[src/rtl/fm_sb_freeze_ctrl.sv]
// fm_sb_freeze_ctrl
// Freeze/playback sequencer for the FM spy-buffer array (AXI control domain).
// Turns register-level controls into per-buffer freeze and playback-mode
// vectors. Supports a level global freeze, a delayed hardware trigger,
// explicit re-arm, and a timed spy-memory initialisation strobe.
//
// Optional feature macro: FM_SB_TRIG_CNT_EN (accepted-trigger counter on
// trig_cnt_o; when undefined trig_cnt_o is tied to zero).
//
// Ports:
//   axi_clk            clock
//   axi_rst            synchronous active-high reset
//   global_freeze_i    level, forces freeze while high
//   freeze_trig_i      single-cycle hardware trigger
//   freeze_delay_i     trigger-to-freeze delay, sampled on acceptance
//   rearm_i            pulse, releases a held freeze
//   init_req_i         level, rising edge starts initialisation
//   freeze_mask_i      per-buffer freeze exclusion
//   playback_mask_i    per-buffer playback-mode force-to-zero
//   global_pb_mode_i   mode for unmasked buffers
//   freeze_o           per-buffer freeze
//   playback_mode_o    flat per-buffer mode, buffer i at [i*PB_MODE_W +: PB_MODE_W]
//   init_spy_mem_o     initialisation strobe
//   state_o            IDLE=0, DELAY=1, FROZEN=2, INIT=3
//   trig_cnt_o         accepted-trigger count
module fm_sb_freeze_ctrl #(
  parameter int unsigned SB_N        = 64,
  parameter int unsigned PB_MODE_W   = 2,
  parameter int unsigned DELAY_W     = 16,
  parameter int unsigned INIT_CYCLES = 1024
) (
  input  logic                        axi_clk,
  input  logic                        axi_rst,
  input  logic                        global_freeze_i,
  input  logic                        freeze_trig_i,
  input  logic [DELAY_W-1:0]          freeze_delay_i,
  input  logic                        rearm_i,
  input  logic                        init_req_i,
  input  logic [SB_N-1:0]             freeze_mask_i,
  input  logic [SB_N-1:0]             playback_mask_i,
  input  logic [PB_MODE_W-1:0]        global_pb_mode_i,
  output logic [SB_N-1:0]             freeze_o,
  output logic [SB_N*PB_MODE_W-1:0]   playback_mode_o,
  output logic                        init_spy_mem_o,
  output logic [1:0]                  state_o,
  output logic [15:0]                 trig_cnt_o
);

  localparam int unsigned IW = (INIT_CYCLES > 1) ? $clog2(INIT_CYCLES) : 1;
  localparam logic [IW-1:0] INIT_LAST = IW'(INIT_CYCLES - 1);

  typedef enum logic [1:0] {
    IDLE   = 2'd0,
    DELAY  = 2'd1,
    FROZEN = 2'd2,
    INIT   = 2'd3
  } state_t;

  state_t                      state_q, state_d;
  logic [DELAY_W-1:0]          dly_q, dly_d;
  logic [IW-1:0]               icnt_q, icnt_d;
  logic                        init_req_q;
  logic                        init_edge;
  logic [SB_N-1:0]             freeze_q, freeze_d;
  logic [SB_N*PB_MODE_W-1:0]   pb_q, pb_d;
  logic                        init_o_q;

  assign init_edge = init_req_i & ~init_req_q;

  always_comb begin
    state_d = state_q;
    dly_d   = dly_q;
    icnt_d  = icnt_q;
    if (init_edge) begin
      state_d = INIT;
      icnt_d  = '0;
    end else begin
      case (state_q)
        IDLE: begin
          if (global_freeze_i) begin
            state_d = FROZEN;
          end else if (freeze_trig_i) begin
            if (freeze_delay_i == '0) begin
              state_d = FROZEN;
            end else begin
              state_d = DELAY;
              dly_d   = freeze_delay_i;
            end
          end
        end
        DELAY: begin
          dly_d = dly_q - DELAY_W'(1);
          if (global_freeze_i || dly_q == DELAY_W'(1)) state_d = FROZEN;
        end
        FROZEN: begin
          if (rearm_i && !global_freeze_i) state_d = IDLE;
        end
        INIT: begin
          if (icnt_q == INIT_LAST) state_d = IDLE;
          else                     icnt_d  = icnt_q + IW'(1);
        end
        default: state_d = IDLE;
      endcase
    end
  end

  // Outputs are registered from the next state so they line up with state_o
  // changes and still respond to mask/mode inputs one cycle later.
  always_comb begin
    freeze_d = '0;
    pb_d     = '0;
    for (int unsigned i = 0; i < SB_N; i++) begin
      freeze_d[i] = (state_d == FROZEN) & ~freeze_mask_i[i];
      if (!playback_mask_i[i] && state_d != INIT)
        pb_d[i*PB_MODE_W +: PB_MODE_W] = global_pb_mode_i;
    end
  end

  always_ff @(posedge axi_clk) begin
    if (axi_rst) begin
      state_q    <= IDLE;
      dly_q      <= '0;
      icnt_q     <= '0;
      init_req_q <= 1'b0;
      freeze_q   <= '0;
      pb_q       <= '0;
      init_o_q   <= 1'b0;
    end else begin
      state_q    <= state_d;
      dly_q      <= dly_d;
      icnt_q     <= icnt_d;
      init_req_q <= init_req_i;
      freeze_q   <= freeze_d;
      pb_q       <= pb_d;
      init_o_q   <= (state_d == INIT);
    end
  end

  assign freeze_o        = freeze_q;
  assign playback_mode_o = pb_q;
  assign init_spy_mem_o  = init_o_q;
  assign state_o         = state_q;

`ifdef FM_SB_TRIG_CNT_EN
  logic        trig_accept;
  logic [15:0] trig_cnt_q;

  // Mirrors the IDLE trigger-acceptance branch of the next-state logic.
  assign trig_accept = ~init_edge & (state_q == IDLE) & ~global_freeze_i & freeze_trig_i;

  always_ff @(posedge axi_clk) begin
    if (axi_rst || rearm_i)                  trig_cnt_q <= '0;
    else if (trig_accept && trig_cnt_q != '1) trig_cnt_q <= trig_cnt_q + 16'd1;
  end

  assign trig_cnt_o = trig_cnt_q;
`else
  assign trig_cnt_o = '0;
`endif

endmodule

[config.mk]
export PLATFORM = sky130hd
export DESIGN_NAME = fm_sb_freeze_ctrl
export DESIGN_NICKNAME = d
export VERILOG_FILES = /design/src/rtl/fm_sb_freeze_ctrl.sv
export SDC_FILE = /design/constraint.sdc
export NUM_CORES = 1
export LEC_CHECK = 0
export CAP_MARGIN = 20
export CORE_MARGIN = 10
export CORE_UTILIZATION = 40
export DETAILED_ROUTE_END_ITERATION = 6
export PLACE_DENSITY = 0.88
export REMOVE_ABC_BUFFERS = 1
export SETUP_SLACK_MARGIN = 0.5
export SLEW_MARGIN = 20
export SYNTH_ARGS = -nofsm -noshare
export SYNTH_HDL_FRONTEND = slang
export SYNTH_SLANG_ARGS = --single-unit
[constraint.sdc]
create_clock -name axi_clk -period 2.49 [get_ports axi_clk]
set_clock_uncertainty 0.1 [all_clocks]
set_input_delay 0.3735 -clock axi_clk [delete_from_list [all_inputs] [get_ports axi_clk]]
set_output_delay 0.3735 -clock axi_clk [all_outputs]
set_load 0.01 [all_outputs]
* Yosys cells after proc, flatten, opt, wreduce, memory -nomap -nowiden
Index checks and enable logic that the tools add are counted.
** Storage, ports and cells
- Bits in registers :: 222
- Bits in latches :: 0
- Bits in writable memories :: 0
- Memory bits (read-only) :: 0
- Output and inout bits :: 211
- Memories kept :: 0
** Cells by class
- Add/sub/neg operators :: 2
- Multiply operators :: 0
- Div/mod/pow operators :: 0
- Magnitude comparators :: 0
- Equal/unequal tests :: 11
- Shift operators :: 0
- Multiplexer cells :: 12
- Bitwise logic cells :: 196
- Reductions and logical operators :: 201
** Operators by type and width (count)
- 1-bit inverter :: 131
- 2-bit OR reduction :: 65
- 1-bit bitwise AND :: 65
- 1-bit logical AND :: 65
- 1-bit zero test :: 65
- 16-bit 2-to-1 mux :: 3
- 16-bit one-hot mux with 2 select lines :: 1
- 16-bit by 1-bit equality test with 1-bit output (second input constant) :: 1
- 16-bit zero test :: 1
- 16-bit by 1-bit subtractor with 16-bit output (second input constant) :: 1
- 2-bit 2-to-1 mux :: 7
- 10-bit by 1-bit adder with 10-bit output (second input constant) :: 1
- 10-bit equality test (second input constant) :: 1
- 2-bit equality test (second input constant) :: 4
- 2-bit != test (second input constant) :: 4
- 2-bit one-hot mux with 4 select lines :: 1
- 5-bit AND reduction :: 1
- 2-bit by 1-bit equality test with 1-bit output (second input constant) :: 1
- 2-bit zero test :: 1
- 2-bit AND reduction :: 1
- 2-bit nonzero test :: 1
- 1-bit logical OR :: 1

* Longest topological paths before layout
Gate-level depths: netlist of run 1.
- Depth in word-level cells :: 10
- Depth in mapped cells :: 8
- Gate-level depth less buffers :: 7

* Least setup slack after synthesis of run 1
OpenSTA, ideal clock, no wires.
- Path type :: register to register
- From :: register dly_q[0]
- To :: register dly_q[14]
- Arrival :: 1.604 ns
- Required time :: 2.320 ns
- Path slack :: 0.715 ns
- Stages on the path, launching flop included :: 8
- Cell sequence :: dfxtp_1 -> inv_1 -> ha_1 -> nor3b_1 -> nand4_1 -> o41ai_1 -> nand2b_1 -> a21oi_1
** On the way
- Word-level cells in the longest chain between the ends :: 2
** RTL lines
- from (decl) :: RTL line 60 : logic [DELAY_W-1:0] dly_q, dly_d;
- from (signal assigned) :: RTL line 130 : dly_q <= dly_d;
- 16-bit by 1-bit subtractor with 16-bit output :: RTL line 92 : dly_d = dly_q - DELAY_W'(1);
- 16-bit one-hot mux with 2 select lines :: RTL line 78 : case (state_q)
Every way passes these cells.
A chain may end at the register's enable or synchronous reset.

* Final worst setup path of run 1
- From :: register icnt_q[0]
- To :: register freeze_q[0] (netlist: freeze_o[0])
** On the way
- Word-level cells in the longest chain between the ends :: 6
** RTL lines
- from (decl) :: RTL line 61 : logic [IW-1:0] icnt_q, icnt_d;
- from (signal assigned) :: RTL line 131 : icnt_q <= icnt_d;
- 10-bit equality test :: RTL line 99 : if (icnt_q == INIT_LAST) state_d = IDLE;
- 2-bit 2-to-1 mux :: RTL line 99
- 2-bit one-hot mux with 4 select lines :: RTL line 78
- 2-bit 2-to-1 mux :: RTL line 74 : if (init_edge) begin
- 2-bit equality test :: RTL line 113 : freeze_d[i] = (state_d == FROZEN) & ~freeze_mask_i[i];
- 1-bit bitwise AND :: RTL line 113
- to (signal assigned) :: RTL line 133 : freeze_q <= freeze_d;
- to (decl) :: RTL line 64 : logic [SB_N-1:0] freeze_q, freeze_d;
Every way passes these cells.

==> flow_summary.json, run 1 <==
{
  "clk_pin_slew_ns": 0.06,
  "drt-initial-drc-count": 320,
  "p_int_mw": 6.86,
  "startpoint": "icnt_q[0]",
  "async_reset_ff_share_pct": 0,
  "final_nets": 1207,
  "ff2ff_path_depth": 7,
  "drtPass1Iterations": 4,
  "period_minus_slack_ns": 2.00,
  "hold_viol": 0,
  "end_kind": "register",
  "synth_commonest_cells": "dfxtp_1 (222), nor2_1 (148), nor4_2 (60), nand2_1 (29), a21oi_1 (23)",
  "critPathCapture": "freeze_o[0]",
  "core_area_um2": 17800,
  "pre_cts_slack_ns": -0.118,
  "final_area_um2": 12500,
  "final_util_pct": 70.2,
  "synthCells": 672,
  "fin_setup_tns_ns": 0,
  "initial_core_util_pct": 40.5,
  "clockBufferDepth": 3,
  "worstReg2RegEnd": "freeze_o[0]",
  "grt_antenna_before_repair": 1,
  "outcome": "finished, final reports clean",
  "switching_share_pct": 23.6,
  "synth_top_area_share_pct": 61.6,
  "p_sw_mw": 2.12,
  "area_delta_synth_final_pct": 73.5,
  "grtUsageMet1_pct": 21.9,
  "holdWs_ns": 0.202,
  "syn-cell-area_um2": 7220,
  "post_drt_wl_per_cell_um": 22.4,
  "grt_pass1_vias": 6613,
  "regToRegStartpoint": "icnt_q[0]",
  "cp.required_ns": 2.79,
  "die_h_um": 154,
  "cts_root_buf": "clkbuf_16",
  "peakVddDrop_mv": 0.783,
  "die_x_um": 154,
  "synth_top_area_cell": "dfxtp_1",
  "route.detailed.drc": 0,
  "syn_area_per_cell_um2": 10.7,
  "ios": 363,
  "rsz0062_at_grt": "yes",
  "synth.distinct_cells": 47,
  "fillCellCount": 1190,
  "power.total_mw": 8.97,
  "arrival_ns": 2.31,
  "grtUsageMet3_pct": 7.40,
  "hpwl_mm": 18.9,
  "place_area_um2": 11000,
  "gr-usage-all-layers_pct": 20.2,
  "clockPowerShare_pct": 42.8,
  "drt-vias-per-instance": 5.03,
  "fin_cells": 1296,
  "grt_first_pass_wirelength_mm": 39.0,
  "crit_fanout": 8,
  "cts_sinks": 222,
  "hold_path.class": "input pin to register",
  "max_freq_mhz": 499,
  "die-area_um2": 23800,
  "busiest_layer": "met2",
  "cts_hold_buf": 0,
  "fin_crit_sh_pct": 80.4,
  "routed_wl_mm": 29.0,
  "rows": 49,
  "place_congestion": 0.860,
  "insertion_delay_ns": 0.51,
  "max-cap-violations": 0,
  "detail-route-antenna-nets": 0,
  "numCtsBuffers": 23,
  "grt_max_degree": 65,
  "global_route.usage.met2_pct": 35.6,
  "vias": 6516,
  "setup_viol": 0,
  "slew_viol_final": 0,
  "synth_seq_cells": 222,
  "seq_area_frac_synth_pct": 61.6,
  "htree_levels": 1,
  "synth-edff-count": 0,
  "synth_area_leaders": "dfxtp_1 (62%), nor4_2 (10%), nor2_1 (7.7%), buf_4 (2.1%), a21oi_1 (1.6%)",
  "overflow": 0,
  "p_seq_share_pct": 42.0,
  "setup_slack_ns": 0.487,
  "synth.most_common_cell": "dfxtp_1",
  "reg2reg_setup_slack_ns": 0.49,
  "criticalPathCategory": "register to register",
  "drive_gt1_share_pct": 17.7,
  "dp.cells": 1227,
  "cellLeakagePower_nw": 4.83,
  "ys.flop_type": "dfxtp_1",
  "power_frac_comb_pct": 15.2,
  "cellPowerDensity_nw_per_um2": 716,
  "cp-start-kind": "register",
  "cts_tree": "built",
  "yosys_warnings": 0,
  "numPortBuffers": 346
}
-- metal layers --
metal	wire length (µm)	vias up	part of all wire, %
li1	-	3015	-
met1	10500	3117	36
met2	14800	331	51
met3	2700	53	9.3
met4	978	0	3.4
met5	0	-	0
-- area by class of cell --
type / instances / area, µm² / share of cell area (%)
Multi-Input combinational cell: 400 / 2720 / 21.7
Clock buffer: 30 / 642 / 5.12
Clock inverter: 8 / 205 / 1.64
Tap cell: 229 / 287 / 2.29
Inverter: 5 / 18.8 / 0.150
Antenna cell: 2 / 5.00 / 0.0400
Sequential cell: 222 / 4460 / 35.6
Timing Repair Buffer: 400 / 4200 / 33.5
-- cell families after synthesis --
group / count (synthesis) / synth area share [%]
and+or+nand+nor: 304 / 25.6
DFF: 222 / 61.6
AOI/OAI and AO/OA: 66 / 5.63
buffers and inverters: 66 / 5.37
xor gates and xnor gates: 9 / 1.09
adders and majority gates: 3 / 0.520
other: 1 / 0.0519
muxes: 1 / 0.139
-- timing repair --
action                                  4_1_cts  5_1_grt
buffers inserted                              7        7
pin swaps                                     5       11
endpoints found under the setup margin       79       93
gates resized for setup                       9       57
gates cloned                                  0       15
-- critical path: stages, from the launching register on --
cell	delay, ns
dfxtp_4	0.37
ha_4	0.14
and3_4	0.18
nand4_1	0.18
nand2_2	0.15
nand3_4	0.20
clkbuf_16	0.28
nor4_2	0.29
-- how the worst min path moves through the flow --
stage | start | end | cells after the start
after global routing | freeze_delay_i[10] | dly_q[10] | 3
after detailed placement | dly_q[15] | dly_q[15] | 2
after global placement | dly_q[13] | dly_q[13] | 2
after floorplan | dly_q[13] | dly_q[13] | 2
final | freeze_delay_i[6] | dly_q[6] | 5
after CTS | freeze_mask_i[2] | freeze_o[2] | 2
-- state kept, by name (all words and copies together) (netlist names) --
| name | cells |
|---|---|
| icnt_q | 10 |
| freeze_o | 64 |
| playback_mode_o | 128 |
| state_o | 2 |
| init_req_q | 1 |
| init_spy_mem_o | 1 |
| dly_q | 16 |
-- placed cells by master (no fill, tap or decap), drive strengths merged, types with 3 or more instances in the layout --
cell / instances
a21oi: 26
and3: 3
buf: 47
bufinv: 6
clkbuf: 37
clkdlybuf4s50: 328
conb: 16
dfxtp: 222
dlymetal6s2s: 16
ha: 3
inv: 6
nand2: 29
nand2b: 12
nand3: 10
nand4: 4
nor2: 149
nor2b: 3
nor3: 7
nor4: 75
o21a: 5
o21ai: 21
o31a: 4
o31ai: 3
o32ai: 3
xnor2: 8
-- power groups by stage --
stage	clock network [mW]	registers (mW)	logic (mW)
2_1_floorplan	0	3.90	0.364
3_3_place_gp	0	3.83	1.14
3_5_place_dp	0	3.84	1.16
4_1_cts	3.88	3.77	1.20
5_1_grt	4.02	3.78	1.44
6_report	3.84	3.77	1.36
(Power assumes the default switching activity.)
==> inputs of run 2 (changes only) <==
Settings changed: CORE_UTILIZATION 40 to 36, PLACE_DENSITY 0.88 to 0.84.
Clock period 2.49 ns to 1.8 ns, I/O delays scaled along.
==> run 2 against run 1 <==
Effect of this change:
- the flow now finishes with violations (setup timing)
- global-route usage up 1.7 points
- clock power is 24% higher
- sequential share of layout area down 6.2 points
- critical path type unchanged
- worst hold slack worse by 0.064 ns
- die area is 9.6% higher
- final cell count increased by 11%
- via count grew 15%
- worst setup slack lost 0.75 ns
- first-iteration DRC count increased by 25%
- combinational power rose by 110%
- largest power group is now sequential cells
- highest routed layer unchanged
- critical path depth is the same
- clock-buffer cell count shrank 2
==> flow_summary.json, run 2 (synthesis gave the netlist of run 1 again) <==
{
  "final_area_um2": 15500,
  "power_frac_comb_pct": 22.2,
  "hold_viol": 0,
  "rsz0062_at_grt": "yes",
  "clockBufferDepth": 3,
  "fin_crit_sh_pct": 114,
  "switching_share_pct": 28.0,
  "hpwl_mm": 20.1,
  "numCtsBuffers": 23,
  "die-area_um2": 26100,
  "route.detailed.drc": 0,
  "final_util_pct": 79.3,
  "cts_hold_buf": 0,
  "p_seq_share_pct": 40.8,
  "clk_pin_slew_ns": 0.06,
  "routed_wl_mm": 38.4,
  "mostFrequentLayoutCells": "clkdlybuf4s50_1 (257), dfxtp_1 (140), nor2_4 (108)",
  "met2WireLength_mm": 20.5,
  "grt_first_pass_wirelength_mm": 45.2,
  "period_minus_slack_ns": 2.06,
  "dp.cells": 1327,
  "top_layer": "met4",
  "holdPathStages": 4,
  "setup_slack_ns": -0.258,
  "core_area_um2": 19600,
  "vias": 7480,
  "p_int_mw": 9.27,
  "drt-initial-drc-count": 400,
  "arrival_ns": 2.34,
  "drt-vias-per-instance": 5.19,
  "setup_viol": 207,
  "overflow": 0,
  "cellPowerDensity_nw_per_um2": 829,
  "met1_length_mm": 13.1,
  "rows": 51,
  "slew_viol_final": 0,
  "post_drt_wl_per_cell_um": 26.6,
  "ff2ff_path_depth": 7,
  "numPortBuffers": 346,
  "htree_levels": 1,
  "startpoint": "dly_q[1]",
  "grt_antenna_before_repair": 2,
  "drive_gt1_share_pct": 52.0,
  "regArea_um2": 4560,
  "place_area_um2": 11500,
  "cellLeakagePower_nw": 5.81,
  "gr-usage-all-layers_pct": 21.9,
  "cts_sinks": 222,
  "grt_pass1_vias": 7518,
  "crit_fanout": 6,
  "cts_tree": "built",
  "regToRegStartpoint": "dly_q[1]",
  "hold_path.class": "input pin to register",
  "die_x_um": 162,
  "fin_cells": 1442,
  "max-cap-violations": 0,
  "outcome": "finished, violations left",
  "fillCellCount": 976,
  "worstReg2RegEnd": "dly_q[15]",
  "cp.required_ns": 2.08,
  "grt_max_degree": 33,
  "criticalPathCategory": "register to register",
  "detail-route-antenna-nets": 0,
  "initial_core_util_pct": 36.9,
  "violations": "setup timing",
  "p_sw_mw": 3.61,
  "met3_length_mm": 3.39,
  "place_congestion": 0.873,
  "end_kind": "register",
  "insertion_delay_ns": 0.52,
  "min_from": "freeze_delay_i[0]",
  "multiInputGateArea_um2": 4210,
  "cts_root_buf": "clkbuf_16",
  "peakVddDrop_mv": 0.698,
  "reg2reg_setup_slack_ns": -0.26,
  "drtPass1Iterations": 5,
  "hold_end": "dly_q[0]",
  "largest_reg_flops": 128,
  "clockPowerShare_pct": 37.0,
  "final_nets": 1314,
  "cp-start-kind": "register",
  "die_h_um": 162,
  "area_delta_synth_final_pct": 115,
  "ios": 363,
  "final_common_cell": "clkdlybuf4s50_1",
  "max_freq_mhz": 486,
  "power.total_mw": 12.9
}
run 2: cell types whose count changed in the layout (fill, tap and decap cells not counted), moves of 21 or more:
cell / delta
nor2_1: -128
nor2_4: +107
buf_6: +88
dfxtp_1: -75
clkdlybuf4s50_1: -71
dfxtp_2: +71
nor4_4: +49
nor4_2: -47
buf_4: +46
nor2_2: +21
run 2: worst max-delay path by stage:
stage	to	slack, ns
final	dly_q[15]	-0.26
after global routing	freeze_o[11]	-0.33
after CTS	dly_q[13]	-0.1
after detailed placement	freeze_o[1]	-0.84
after global placement	freeze_o[1]	-0.66
after floorplan	freeze_o[0]	-2.01
run 2: repair_timing:
action,4_1_cts,5_1_grt
buffers inserted,25,20
resized for setup,344,587
cloned,12,15
pin swaps,39,58
endpoints found under the setup margin,416,416
run 2: per-stage QoR:
step	setup WS (ns)	hold slack, ns	setup TNS, ns
2_1_floorplan	-2.01	0.239	-234.14
3_3_place_gp	-0.663	0.359	-60.55
3_5_place_dp	-0.843	0.364	-72.59
4_1_cts	-0.0958	0.126	-3.03
5_1_grt	-0.329	0.173	-42.70
6_report	-0.258	0.137	-26.20
run 2: power by group through the flow:
stage,Sequential (mW),Clock [mW],Combinational (mW)
2_1_floorplan,5.40,0,0.504
3_3_place_gp,5.29,0,1.76
3_5_place_dp,5.30,0,1.79
4_1_cts,5.21,4.71,2.21
5_1_grt,5.27,5.05,2.98
6_report,5.26,4.76,2.86
run 2: worst max-delay path, cell delays in order, from the launching register on:
cell	delay (ns)
dfxtp_2	0.34
buf_4	0.15
nor4_4	0.36
nand4b_1	0.24
buf_4	0.22
o31a_1	0.25
o21ai_1	0.16
a21oi_1	0.11
run 2: layout make-up:
cell class              count  area share [%]
diodes                      2          0.0322
well taps                 265            2.13
clock inverters            13           0.765
clock buffers              28            4.02
multi-input cells         400            27.1
inverters                   5           0.137
flip-flops and latches    222            29.3
repair buffers            507            36.5
run 2: per-layer routing:
| metal | track usage [%] | vias to the layer above |
|---|---|---|
| li1 | - | 3254 |
| met1 | 22.5 | 3688 |
| met2 | 41.3 | 446 |
| met3 | 7.45 | 92 |
| met4 | 5.87 | 0 |
| met5 | 0 | - |
